$ cat src/rtl/cpu_pkg.sv
`default_nettype none
// ============================================================================
// Module   : cpu_pkg
// Brief    : Shared RV32I pipeline types: widths, ALU opcodes, ID/EX record.
// Revision : 1.0 - initial release
// ============================================================================
package cpu_pkg;

    localparam int XLEN    = 32;
    localparam int RADDR_W = 5;

    typedef enum logic [3:0] {
        ALU_ADD    = 4'd0,
        ALU_SUB    = 4'd1,
        ALU_AND    = 4'd2,
        ALU_OR     = 4'd3,
        ALU_XOR    = 4'd4,
        ALU_SLL    = 4'd5,
        ALU_SRL    = 4'd6,
        ALU_SLT    = 4'd7,
        ALU_SLTU   = 4'd8,
        ALU_SRA    = 4'd9,
        ALU_PASS_B = 4'd15
    } alu_op_e;

    typedef struct packed {
        logic                valid;
        logic [XLEN-1:0]     pc;
        logic [XLEN-1:0]     rs1_data;
        logic [XLEN-1:0]     rs2_data;
        logic [XLEN-1:0]     imm;
        logic [RADDR_W-1:0]  rs1;
        logic [RADDR_W-1:0]  rs2;
        logic [RADDR_W-1:0]  rd;
        alu_op_e             alu_ctrl;
        logic                sel_a;
        logic                sel_b;
        logic                reg_write;
        logic                mem_read;
        logic                mem_write;
    } id_ex_t;

endpackage
`default_nettype wire

$ cat src/rtl/forwarding_unit.sv
`default_nettype none
// ============================================================================
// Module   : forwarding_unit
// Brief    : Combinational rs1/rs2 bypass select; EX/MEM beats MEM/WB, x0 never bypassed.
// Revision : 1.0 - initial release
// ============================================================================
module forwarding_unit
    import cpu_pkg::*;
(
    input  logic [RADDR_W-1:0] i_rs1,
    input  logic [RADDR_W-1:0] i_rs2,
    input  logic [XLEN-1:0]    i_rs1_data,
    input  logic [XLEN-1:0]    i_rs2_data,
    input  logic [RADDR_W-1:0] i_exmem_rd,
    input  logic               i_exmem_reg_write,
    input  logic [XLEN-1:0]    i_exmem_alu_data,
    input  logic [RADDR_W-1:0] i_memwb_rd,
    input  logic               i_memwb_reg_write,
    input  logic [XLEN-1:0]    i_memwb_wb_data,
    output logic [XLEN-1:0]    o_rs1_data,
    output logic [XLEN-1:0]    o_rs2_data
);

    function automatic logic [XLEN-1:0] f_select(
        input logic [RADDR_W-1:0] rs,
        input logic [XLEN-1:0]    rf_data
    );
        if (rs == '0)
            f_select = rf_data;
        else if (i_exmem_reg_write && (i_exmem_rd == rs))
            f_select = i_exmem_alu_data;
        else if (i_memwb_reg_write && (i_memwb_rd == rs))
            f_select = i_memwb_wb_data;
        else
            f_select = rf_data;
    endfunction

    assign o_rs1_data = f_select(i_rs1, i_rs1_data);
    assign o_rs2_data = f_select(i_rs2, i_rs2_data);

endmodule
`default_nettype wire

$ cat src/rtl/id_ex_stage.sv
`default_nettype none
// ============================================================================
// Module   : id_ex_stage
// Brief    : ID/EX pipeline register with operand select, forwarding and hazard
//            detection. Define ID_EX_FORWARDING_EN for bypassing; otherwise RAW
//            hazards are resolved by bubbling until the writer retires.
// Revision : 1.0 - initial release
// ============================================================================
module id_ex_stage
    import cpu_pkg::*;
(
    input  logic               clk,
    input  logic               rst,
    input  logic               i_id_valid,
    input  logic [XLEN-1:0]    i_id_pc,
    input  logic [XLEN-1:0]    i_id_rs1_data,
    input  logic [XLEN-1:0]    i_id_rs2_data,
    input  logic [XLEN-1:0]    i_id_imm,
    input  logic [RADDR_W-1:0] i_id_rs1,
    input  logic [RADDR_W-1:0] i_id_rs2,
    input  logic [RADDR_W-1:0] i_id_rd,
    input  logic [3:0]         i_id_alu_ctrl,
    input  logic               i_id_sel_a,
    input  logic               i_id_sel_b,
    input  logic               i_id_reg_write,
    input  logic               i_id_mem_read,
    input  logic               i_id_mem_write,
    input  logic               i_stall,
    input  logic               i_flush,
    input  logic [RADDR_W-1:0] i_exmem_rd,
    input  logic               i_exmem_reg_write,
    input  logic [XLEN-1:0]    i_exmem_alu_data,
    input  logic [RADDR_W-1:0] i_memwb_rd,
    input  logic               i_memwb_reg_write,
    input  logic [XLEN-1:0]    i_memwb_wb_data,
    output logic [XLEN-1:0]    o_operand_a,
    output logic [XLEN-1:0]    o_operand_b,
    output logic [3:0]         o_alu_controller,
    output logic               o_ex_valid,
    output logic [XLEN-1:0]    o_ex_pc,
    output logic [RADDR_W-1:0] o_ex_rd,
    output logic               o_ex_reg_write,
    output logic               o_ex_mem_read,
    output logic               o_ex_mem_write,
    output logic [XLEN-1:0]    o_ex_store_data,
    output logic               o_hazard_stall
);

    id_ex_t          r_ex;
    id_ex_t          w_load;
    logic [XLEN-1:0] w_rs1_fwd;
    logic [XLEN-1:0] w_rs2_fwd;
    logic            w_hazard;

    always_comb begin
        w_load           = '0;
        w_load.valid     = i_id_valid;
        w_load.pc        = i_id_pc;
        w_load.rs1_data  = i_id_rs1_data;
        w_load.rs2_data  = i_id_rs2_data;
        w_load.imm       = i_id_imm;
        w_load.rs1       = i_id_rs1;
        w_load.rs2       = i_id_rs2;
        w_load.rd        = i_id_rd;
        w_load.alu_ctrl  = alu_op_e'(i_id_alu_ctrl);
        w_load.sel_a     = i_id_sel_a;
        w_load.sel_b     = i_id_sel_b;
        w_load.reg_write = i_id_reg_write & i_id_valid;
        w_load.mem_read  = i_id_mem_read  & i_id_valid;
        w_load.mem_write = i_id_mem_write & i_id_valid;
    end

    // Stall outranks the hazard bubble so a held instruction is never lost.
    always_ff @(posedge clk or posedge rst) begin
        if (rst)
            r_ex <= '0;
        else if (i_flush)
            r_ex <= '0;
        else if (!i_stall) begin
            if (w_hazard)
                r_ex <= '0;
            else
                r_ex <= w_load;
        end
    end

`ifdef ID_EX_FORWARDING_EN
    forwarding_unit u_fwd (
        .i_rs1             (r_ex.rs1),
        .i_rs2             (r_ex.rs2),
        .i_rs1_data        (r_ex.rs1_data),
        .i_rs2_data        (r_ex.rs2_data),
        .i_exmem_rd        (i_exmem_rd),
        .i_exmem_reg_write (i_exmem_reg_write),
        .i_exmem_alu_data  (i_exmem_alu_data),
        .i_memwb_rd        (i_memwb_rd),
        .i_memwb_reg_write (i_memwb_reg_write),
        .i_memwb_wb_data   (i_memwb_wb_data),
        .o_rs1_data        (w_rs1_fwd),
        .o_rs2_data        (w_rs2_fwd)
    );

    assign w_hazard = i_id_valid && r_ex.valid && r_ex.mem_read && (r_ex.rd != '0) &&
                      ((r_ex.rd == i_id_rs1) || (r_ex.rd == i_id_rs2));
`else
    // Any in-flight writer of a source register blocks decode until it retires.
    function automatic logic f_busy(input logic [RADDR_W-1:0] rs);
        f_busy = (rs != '0) &&
                 ((r_ex.valid && r_ex.reg_write && (r_ex.rd == rs)) ||
                  (i_exmem_reg_write && (i_exmem_rd == rs)) ||
                  (i_memwb_reg_write && (i_memwb_rd == rs)));
    endfunction

    assign w_hazard  = i_id_valid && (f_busy(i_id_rs1) || f_busy(i_id_rs2));
    assign w_rs1_fwd = r_ex.rs1_data;
    assign w_rs2_fwd = r_ex.rs2_data;

    logic w_unused_nofwd;
    assign w_unused_nofwd = ^{r_ex.rs1, r_ex.rs2, i_exmem_alu_data, i_memwb_wb_data};
`endif

    assign o_operand_a      = r_ex.sel_a ? r_ex.pc  : w_rs1_fwd;
    assign o_operand_b      = r_ex.sel_b ? r_ex.imm : w_rs2_fwd;
    assign o_alu_controller = r_ex.alu_ctrl;
    assign o_ex_valid       = r_ex.valid;
    assign o_ex_pc          = r_ex.pc;
    assign o_ex_rd          = r_ex.rd;
    assign o_ex_reg_write   = r_ex.valid & r_ex.reg_write;
    assign o_ex_mem_read    = r_ex.valid & r_ex.mem_read;
    assign o_ex_mem_write   = r_ex.valid & r_ex.mem_write;
    assign o_ex_store_data  = w_rs2_fwd;
    assign o_hazard_stall   = w_hazard;

endmodule
`default_nettype wire

$ cat config.mk
export PLATFORM = sky130hd
export DESIGN_NAME = id_ex_stage
export DESIGN_NICKNAME = d
export VERILOG_FILES = /design/src/rtl/cpu_pkg.sv /design/src/rtl/forwarding_unit.sv /design/src/rtl/id_ex_stage.sv
export SDC_FILE = /design/constraint.sdc
export NUM_CORES = 1
export LEC_CHECK = 0
export CAP_MARGIN = 15
export CORE_MARGIN = 3
export CORE_UTILIZATION = 39
export DETAILED_ROUTE_END_ITERATION = 8
export HOLD_SLACK_MARGIN = 0.12
export PLACE_DENSITY = 0.75
export SYNTH_ARGS = -nofsm -noshare
export SYNTH_HDL_FRONTEND = slang
export SYNTH_SLANG_ARGS = --single-unit
$ cat constraint.sdc
create_clock -name clk -period 5.49 [get_ports clk]
set_input_delay 1.647 -clock clk [delete_from_list [all_inputs] [get_ports clk]]
set_output_delay 1.647 -clock clk [all_outputs]
set_load 0.03 [all_outputs]
Word level (Yosys, flattened, before mapping)
Index checks and enable logic that the tools add are counted.
Widths: inputs -> output; s select.
{"block": "totals", "reg_bits": 143, "input_bits": 233, "wordCells": 47}
{"block": "op_classes", "n_eq_ne": 7, "muxes": 5, "bitwise": 6, "reduce_logical": 17}
{"operator": "$mux 153", "count": 3}
{"operator": "$mux 32", "count": 2}
{"operator": "$eq 5x5->1", "count": 6}
{"operator": "$logic_and 1x1->1", "count": 10}
{"operator": "$reduce_bool 5->1", "count": 2}
{"operator": "$and 1x1->1", "count": 6}
{"operator": "$logic_or 1x1->1", "count": 5}
{"operator": "$ne 2x1->1 const B", "count": 1}

Depth between registers and ports, before layout
Gate-level depths: netlist of run 1.
{"block": "depth", "word_depth": 10, "ltp_mapped": 8, "depth_no_buf": 6}

Least setup slack after synthesis of run 1
Ideal clock, no wire load.
{"block": "synth_timing", "path_type": "input-to-output", "startpoint": "input port i_id_rs2[1]", "endpoint": "output port o_hazard_stall", "t_arrival_ps": 3456, "required_ps": 3843, "path_slack_ps": 387, "cell_stages": 8, "path_cell_list": "or4_1 > nor2_2 > nor3_1 > nor4_4 > nand2_1 > buf_6 > buf_6 > and2_1"}
{"block": "synth_via", "elab_chain_cells": 7}
{"item": "from (decl)", "line_no": "id_ex_stage.sv:20", "source": "input logic [RADDR_W-1:0] i_id_rs2,"}
{"item": "$eq 5x5->1, on equally long branches", "line_no": "id_ex_stage.sv:109, id_ex_stage.sv:110"}
{"item": "$logic_and 1x1->1, on equally long branches", "line_no": "id_ex_stage.sv:109, id_ex_stage.sv:110"}
{"item": "$logic_or 1x1->1", "line_no": "id_ex_stage.sv:109", "source": "((r_ex.valid && r_ex.reg_write && (r_ex.rd == rs)) ||"}
{"item": "$logic_or 1x1->1", "line_no": "id_ex_stage.sv:110", "source": "(i_exmem_reg_write && (i_exmem_rd == rs)) ||"}
{"item": "$logic_and 1x1->1 *", "line_no": "id_ex_stage.sv:108", "source": "f_busy = (rs != '0) &&"}
{"item": "$logic_or 1x1->1 *", "line_no": "id_ex_stage.sv:114", "source": "assign w_hazard = i_id_valid && (f_busy(i_id_rs1) || f_busy(i_id_rs2));"}
{"item": "$logic_and 1x1->1 *", "line_no": "id_ex_stage.sv:114"}
{"item": "to (decl)", "line_no": "id_ex_stage.sv:46", "source": "output logic o_hazard_stall"}
Mark *: on every way between the ends. The rest lies on a longest branch, timed or not.

Worst setup path in the final report of run 1
Same ends and word-level chain as after synthesis.

==> summary.txt, run 1 <==
Timing
  • Worst-Margin Slew: 1.085 ns
  • Final clock skew: between 0.01 and 0.015 ns
  • Finish-stage setup viols: 0
  • Fmax achieved: between 150 and 200 MHz
  • Setup TNS Final: 0 ns
  • Slew Limit Fails: 0
  • Period utilization: between 90% and 100%
  • Slew HR: 27.69%
  • RSZ-0062 raised after global routing: false
  • Period minus WS final: 5.350 ns
  • Final Hold Vio Count: 0

Yosys
  • Post-synth net total: between 1,000 and 1,500
  • Fraction of registers with async set/reset: between 90% and 100%
  • Post-synth top cells: dfrtp_1, nor3_1, inv_1
  • Mean Syn Cell Area: just under 10 um^2
  • Synthesized instance count: ~1,000
  • Count leader, synth: dfrtp_1
  • Post-synth EDFFs: 0
  • Unique masters post-synth: 29
  • Yosys reg bits: between 100 and 150
  • Synth Warn #: 0
  • Largest cells by area after synthesis: dfrtp_1, o41ai_2, a31oi_1, mux2_2, nor3_1
  • Sequential area share after synthesis: between 30% and 40%
  • Post-Syn Area: about 9900 um^2
  • Ys flop type: dfrtp_1
  • Synth top area share: a little over a third
  • Cell accounting for the most synthesized area: dfrtp_1

Route
  • 1st-iter DRT viols: around 740
  • Avg Vias per Cell: 5.646
  • Detail Route Antenna Nets: 0
  • Vias: 8,673
  • DR pass1 iterations: 5
  • Routed len/inst: between 15 and 20 um
  • DRC: 0
  • WL final: between 30,000 and 40,000 um

Critical path
  • Setup crit end kind: output pin
  • WP data arrival: 3.70 ns
  • Peak fanout along the critical path: 3
  • Req. time, crit path: around 3.8 ns
  • Setup CP Type: primary input to output pin
  • Reg2Reg Launch Point: o_ex_valid$_DFFE_PP0P_
  • Critical Path Start Type: primary input
  • FF-to-FF End: o_ex_pc[17]$_DFFE_PP0P_
  • R2r worst-path depth: 8
  • R2r setup slk: 2.70 ns

Finish
  • Design Area, Final: between 10,000 and 15,000 um^2
  • Nets: approximately 1,400
  • Area Growth Syn to Fin: 33.44%
  • Fin util: 53.74%
  • # diodes: 0
  • Share of layout cells above drive strength 1: between 10% and 20%
  • Fin cells: ~1,500

Floorplanning
  • # IOs: around 380
  • Die X: between 150 and 200 um
  • Die Area: around 27,000 um^2
  • Core box area: between 20,000 and 25,000 um^2
  • FP Rows: 57
  • Die Y-Extent: between 150 and 200 um
  • Initial Util: 40.27%

Placement
  • Placed Area: between 10,000 and 15,000 um^2
  • GPL Wtd Cong: about 0.88
  • Final HPWL from detailed placement: approximately 20,000 um
  • PortBufs: a little over 300
  • Cells after DPL: about 1,500

Worst hold path
  • WHS Endpoint: r_ex[24]$_DFFE_PP0P_
  • Hold Path Class: register to register
  • Hold_sp: r_ex[24]$_DFFE_PP0P_
  • Hold path cells: 2

Global route
  • Antenna violations before repair: 0
  • Largest net degree at the start of global routing: 110
  • First-pass GRT wire length: between 40,000 and 50,000 um
  • GRT Util Overall: between 20% and 30%
  • Number of global-route vias before repair: 8,559
  • Remaining global-route overflow: 0

Clock network
  • Clock slew at reported path FFs: roughly 0.060 ns
  • Total CTS buffers: 17
  • CTS tree: done
  • CTS Sinks: roughly 140
  • Worst-Skew Late Latency: between 0.4 and 0.5 ns
  • H-tree Lvls: 4
  • Clock buffer depth: 2
  • Clk root buf: clkbuf_16

Power and ir drop
  • Power per cell area: between 200 and 300 nW/um^2
  • Total power: 3398 uW
  • Worst VDD drop: 0.0001818 V
  • Pleak: 0.005729 uW

Outcome
  • Status: complete, no violations

Flow run
  • Maxcap violations: 0
logic make-up after synthesis:
group | share of synthesized area (%)
buffers and inverters | 16.09
AOI/OAI and AO/OA | 28.75
and+or+nand+nor | 9.254
DFF | 36.01
muxes | 7.253
xor gates and xnor gates | 2.644
critical path, cell delays in order:
cell	delay [ns]
clkdlybuf4s50_1	0.43
or4_1	0.54
nor2_2	0.17
nor3_1	0.10
nor4_4	0.39
nand2_4	0.08
and2_1	0.16
buf_2	0.17
per-stage QoR:
step | setup WS [ns] | hold WS (ns)
3_5_place_dp | -0.2457 | 0.4924
3_3_place_gp | -0.2264 | 0.4788
4_1_cts | 0.03634 | 0.5077
2_1_floorplan | 0.005075 | 0.4589
5_1_grt | 0.05883 | 0.5264
6_report | 0.1399 | 0.5013
routing by layer:
layer  vias up  GRT usage [%]  share of wire, %
li1       4083              -                 -
met1      4285          28.99                45
met2       281          33.96                48
met3        24          5.076               5.8
met4         0          4.231               1.2
met5         -              0                 0
sequential cells by signal, indices dropped and copies added (netlist names):
name and cells:
r_ex 37, o_ex_pc 32, o_ex_store_data 32, w_rs1_fwd 32
o_ex_rd 5, o_alu_controller 4, o_ex_valid 1
cell type report:
| cell class | count | area [um^2] |
|---|---|---|
| tap | 324 | 405.4 |
| clock buffer | 19 | 442.9 |
| fill | 2218 | 11420 |
| timing repair buffer | 343 | 3415 |
| multi-input combinational | 554 | 4770 |
| clock inverter | 12 | 111.4 |
| sequential | 143 | 3580 |
| inverter | 141 | 536.8 |
report_power, final:
part	total [uW]	switching (uW)	internal, uW
Clock	1120	481	637
Sequential	1230	84.7	1150
Combinational	1050	578	472
cells in the final DEF, fill, tap and decap left out, drive strengths merged, types with 5 or more instances in the layout:
cell,netlist,layout
o41ai,139,139
mux2,64,64
a21oi,8,8
nor3,141,141
nand2,9,9
dfrtp,143,143
nand4,9,9
buf,89,36
clkdlybuf4s50,0,307
clkbuf,100,19
clkinv,0,5
xnor2,26,26
inv,141,144
a31oi,135,135
timing repair:
action                                  4_1_cts  5_1_grt
endpoints found under the hold margin         0        0
pin swaps                                     1        2
buffers inserted                              1        1
hold buffers                                  0        0
resized for setup                             3        2
endpoints found under the setup margin        1        1
how the worst max path moves through the flow:
| stage | from | endpoint | slack [ns] | depth (start not counted) |
|---|---|---|---|---|
| final | i_id_rs2[1] | o_hazard_stall | 0.14 | 8 |
| after global routing | i_id_rs2[1] | o_hazard_stall | 0.06 | 8 |
| after CTS | i_id_rs1[4] | o_hazard_stall | 0.04 | 8 |
| after detailed placement | i_id_rs2[1] | o_hazard_stall | -0.25 | 8 |
| after global placement | i_id_rs2[1] | o_hazard_stall | -0.23 | 8 |
| after floorplan | rst | o_alu_controller[0]$_DFFE_PP0P_ | 0.005 | 1 |
Note: power is estimated with default switching activity, not from simulation.
==> run 2, diff against run 1 <==
- PLACE_DENSITY: 0.75 -> 0.72
- clock period: 5.49 -> 5.3 ns (I/O delays scaled with it)
==> run 2 against run 1 <==
Compared with the run above: non-clock buffer count fell by 2; cell count rose by 0.20%; worst setup slack got worse by 0.023 ns; sequential share of layout area fell by 0.17 points; via count rose by 0.17%; flip-flop and latch count did not move; power rose by 9.2%; utilization rose by 0.34 points; count of clock-buffer cells in the layout did not move; register-to-register slack got worse by 0.15 ns; clock skew fell by 0.0024 ns; first-iteration DRC count fell by 1.6%; largest power group is now the clock network.
==> summary.txt, run 2 (same netlist as run 1, synthesis figures left out) <==
Clock network
  • # hold bufs at CTS: 0 (unchanged)
  • Post-CTS sizing: 0 (-3)
  • Postcts setup bufs: 0 (-1)
  • Worst-Skew Late Latency: 0.41 ns (about the same)
  • Clk root buf: clkbuf_16
  • Clock buffer depth: 2 (unchanged)
  • Total CTS buffers: 17 (unchanged)
  • H-tree Lvls: 4 (unchanged)
  • Clock slew at reported path FFs: 0.06 ns (about the same)
  • CTS Sinks: 143 (unchanged)
  • CTS tree: done

Floorplanning
  • Die X: 165.6 um (unchanged)
  • # IOs: 375 (unchanged)
  • Core box area: 24,680 um^2 (unchanged)
  • Die Y-Extent: 165.6 um (unchanged)
  • Die Area: 27,430 um^2 (unchanged)
  • Initial Util: 40.27% (unchanged)
  • FP Rows: 57 (unchanged)

Route
  • 1st-iter DRT viols: 730 (-1.6%)
  • Avg Vias per Cell: 5.645 (about the same)
  • DR pass1 iterations: 5 (unchanged)
  • DRC: 0 (unchanged)
  • Detail Route Antenna Nets: 0 (unchanged)
  • Vias: 8,688 (+0.17%)
  • Routed len/inst: 19.85 um (+1.5%)
  • WL final: 30,550 um (+1.7%)

Power and ir drop
  • Combinational power share: 29.3% (-1.6 points)
  • Total power: 3711 uW (+9.2%)
  • Part of the power in the clock network: 36.3% (+3.4 points)
  • Sw Ratio: 32.59% (-1.1 points)
  • Power per cell area: 278.1 nW/um^2 (+8.5%)
  • Worst VDD drop: 0.0001876 V (+3.2%)
  • Int Power: 2502 uW (+11%)
  • Switching power total: 1210 uW (+5.8%)
  • Pleak: 0.005762 uW (+0.58%)
  • Sequential Power Share: 34.4% (-1.8 points)

Placement
  • Cells after DPL: 1,503 (unchanged)
  • GPL Wtd Cong: 0.8456 (-4.1%)
  • PortBufs: 310 (unchanged)
  • Placed Area: 12,680 um^2 (-0.13%)
  • Final HPWL from detailed placement: 19,700 um (+0.69%)

Finish
  • Max FFs per register: 37 (unchanged)
  • Fin cells: 1,539 (+0.20%)
  • Design Area, Final: 13,340 um^2 (+0.63%)
  • Nets: 1,431 (-0.14%)
  • Commonest non-fill, non-tap cell in the layout: clkdlybuf4s50_1
  • Share of layout cells above drive strength 1: 19.49% (about the same)
  • Most frequent cells in the layout: clkdlybuf4s50_1, dfrtp_1, nor3_1
  • Area Growth Syn to Fin: 34.29%
  • Top reg by flops: r_ex

Global route
  • Largest net degree at the start of global routing: 144 (+31%)
  • Antenna violations before repair: 5 (+5)
  • Remaining global-route overflow: 0 (unchanged)
  • First-pass GRT wire length: 49,110 um (+1.8%)
  • GRT Util Overall: 21.37% (+0.35 points)
  • Number of global-route vias before repair: 8,558 (-0.012%)

Timing
  • Finish-stage setup viols: 0 (unchanged)
  • Slew HR: 22.83% (-4.9 points)
  • WHS: 0.5030 ns (+0.001691 ns)
  • Final Hold Vio Count: 0 (unchanged)
  • Period utilization: between 90 and 100%
  • Period minus WS final: between 5 and 6 ns
  • Slew Limit Fails: 0 (unchanged)
  • Setup TNS Final: 0 ns (unchanged)
  • Worst-Margin Slew: 1.158 ns (+0.07288 ns)
  • Final clock skew: 0.01247 ns (-0.002404 ns)
  • RSZ-0062 raised after global routing: false
  • Fmax achieved: just under 200 MHz

Flow run
  • Maxcap violations: 0 (unchanged)

Outcome
  • Status: complete, no violations

Critical path
  • Peak fanout along the critical path: 3 (unchanged)
  • Req. time, crit path: 3.71 ns (-0.13 ns)
  • Setup crit end kind: output pin
  • Setup CP Type: primary input to output pin
  • Critical Path Start Type: primary input
  • WP data arrival: 3.59 ns (-0.11 ns)

Worst hold path
  • Hold Path Class: register to register
-- run 2: final timing paths --
| kind | cells past startpoint | startpoint | slack (ns) | endpoint |
|---|---|---|---|---|
| worst min-delay path | 2 | o_alu_controller[2]$_DFFE_PP0P_ | 0.50 | o_alu_controller[2]$_DFFE_PP0P_ |
| worst min register to register | 2 | o_alu_controller[2]$_DFFE_PP0P_ | 0.50 | o_alu_controller[2]$_DFFE_PP0P_ |
| worst max-delay path | 8 | i_id_rs2[1] | 0.12 | o_hazard_stall |
| min in group asynchronous | 3 | rst | 1.77 | o_ex_rd[4]$_DFFE_PP0P_ |
| worst max register to register | 8 | o_ex_rd[0]$_DFFE_PP0P_ | 2.55 | o_ex_pc[20]$_DFFE_PP0P_ |
| max in group asynchronous | 3 | rst | 2.90 | r_ex[45]$_DFFE_PP0P_ |
-- run 2: power by group through the flow --
stage	logic, uW	clock network [uW]	registers [uW]
2_1_floorplan	739	0	1250
3_3_place_gp	1080	0	1290
3_5_place_dp	1090	0	1290
4_1_cts	1100	1380	1280
5_1_grt	1160	1420	1290
6_report	1090	1350	1280
-- run 2: worst max-delay path: stages --
cell,delay (ns)
clkdlybuf4s50_1,0.42
or4_1,0.54
nor2_2,0.14
nor3_1,0.10
nor4_4,0.40
nand2_4,0.07
and2_1,0.16
buf_4,0.17
-- run 2: metrics by stage --
stage	setup WS (ns)	util (%)
floorplan	0.3110	-
global placement	0.1093	51.38
detailed placement	0.1153	51.38
CTS	0.1132	54.04
global route	0.02302	54.08
finish	0.1164	54.08
-- run 2: layer usage --
layer | vias up | share of wire (%) | track usage, %
met5 | - | 0.043 | 0
met4 | 2 | 1.5 | 4.955
met3 | 22 | 6.3 | 5.863
met2 | 286 | 48 | 34.52
met1 | 4292 | 45 | 28.78
li1 | 4086 | - | -
-- run 2: final cells by class --
cell class,instances,area (um^2)
fill,2271,11330
multi-input combinational,554,4770
sequential,143,3580
timing repair buffer,341,3390
inverter,141,535.5
clock buffer,19,452.9
tap,324,405.4
clock inverter,13,201.4
antenna,4,10.01
==> RTL edit: new RTL, config.mk and constraints of run 2 <==
The package constant `RADDR_W` goes from 5 to 6.
--- a/src/rtl/cpu_pkg.sv
+++ b/src/rtl/cpu_pkg.sv
@@ -9,3 +9,3 @@
     localparam int XLEN    = 32;
-    localparam int RADDR_W = 5;
+    localparam int RADDR_W = 6;
 
Ports: changed (6 resized); port bits go from 375 to 381. No check against the original RTL was run, so the function may have changed too.
==> RTL edit against run 2 <==
Power fell by 14%. Final area fell by 7.0%. Routed wire length fell by 12%. Worst setup slack improved by 5.0 ps. Sequential share of layout area rose by 2.2 points. Register-to-register slack got worse by 620 ps. Sequential cell count rose by 1. Area after synthesis fell by 8.8%. Largest cell class unchanged. Highest routed layer is now met4.
==> RTL edit: results (changes against run 2) <==
[run_status]
status = completed

[route]
drt-met1-wl_um = 11600  ; -15%
detailroute.wirelength.met3_um = 2150  ; +13%
top_layer = met4
num_vias = 7487  ; -14%
route.met2.wl_um = 12600  ; -13%
vias_per_cell = 5.52  ; -2.3%
initialDrtViolationCount = 484  ; -34%
post-route-drc-count = 0  ; unchanged

[global_route]
grt_max_degree = 163  ; +13%
grt_antenna_before_repair = 0  ; -5
globalRouteTotalUtil_pct = 20.8  ; -0.59 points
grt_pass1_wl_um = 41800  ; -15%

[clock_network]
worstSkewPairLatency_ps = 420
ctsRootBufferMaster = sky130_fd_sc_hd__clkbuf_16
clock_tree.buffer_depth = 2  ; unchanged

[critical_path]
regToRegSetupSlack_ps = 1930  ; -620 ps
worst_r2r_startpoint = o_ex_valid
timing.critical_path.to = o_hazard_stall
cp_top_family = buffers and inverters
worst_reg2reg_endpoint = w_rs1_fwd[19]
cell_depth_of_the_worst_flop_to_flop_path = 7  ; -1
critical_path.max_stage_delay_ps = 490  ; -50 ps
setup.worst_path.start = i_id_rs1[2]
cp_slowest_cell = sky130_fd_sc_hd__clkdlybuf4s50_1

[place]
io_buffer_count = 316  ; +1.9%
postPlaceCellArea_mm2 = 0.0118  ; -6.9%
gp_routability_congestion = 0.879  ; +3.9%
dp_hpwl_um = 17400  ; -12%
place_worst_setup_slack_ps = 36.7  ; -78.6 ps

[timing]
hold-worst-slack_ps = 472  ; -31.2 ps
final_clock_period_utilization_by_the_worst_path_pct = 97.7  ; about the same
worstMarginPinSlew_ps = 1030  ; -130 ps
skew_ps = 13.9  ; +1.47 ps

[cells_and_area]
registers.top_by_ff_count = r_ex
layout.nets = 1297  ; -9.4%
drive_gt1_share_pct = 11.8  ; -7.6 points
insertedDiodeCount = 0  ; -4

[synthesis]
synth.top_cells.by_count = sky130_fd_sc_hd__dfrtp_1 (144), sky130_fd_sc_hd__nand2b_1 (140), sky130_fd_sc_hd__nand3b_1 (136)
synth_cell_types = 30  ; +3.4%
mappedNetlistNets = 1120  ; -11%
synth_seq_area_share_pct = 39.7  ; +3.7 points
yosysTopAreaCellShare_pct = 39.7  ; +3.7 points

[pwr]
ir_drop_mv = 0.162  ; -13%
power_leakage_uw = 0.00488  ; -15%

## RTL edit: logic make-up (layout without fill, tap and decap cells)
group	after synthesis	count (layout)	synth area share (%)
AO/OA/AOI/OAI	149	149	15.0
XOR/XNOR	36	36	3.48
buffers and inverters	181	371	10.9
flip-flops	144	144	39.7
multiplexers	64	64	7.95
AND/OR/NAND/NOR	308	308	22.9
## RTL edit: area by class of cell
type,instances,area [µm²]
sequential,144,3600
clock inverter,13,149
inverter,6,26.3
fill,2029,10300
tap,285,357
timing repair buffer,333,3340
clock buffer,19,453
multi-input combinational,557,4490
## RTL edit: power by group
part | internal (µW) | total [µW] | switching [µW]
sequential | 1160 | 1220 | 53.1
clock | 727 | 1240 | 514
combinational | 365 | 729 | 364
total | 2250 | 3190 | 931
## RTL edit: metal layers
metal | vias up | global-route usage, %
li1 | 3526 | -
met1 | 3689 | 27.6
met2 | 252 | 33.0
met3 | 20 | 7.15
met4 | 0 | 4.79
met5 | - | 0
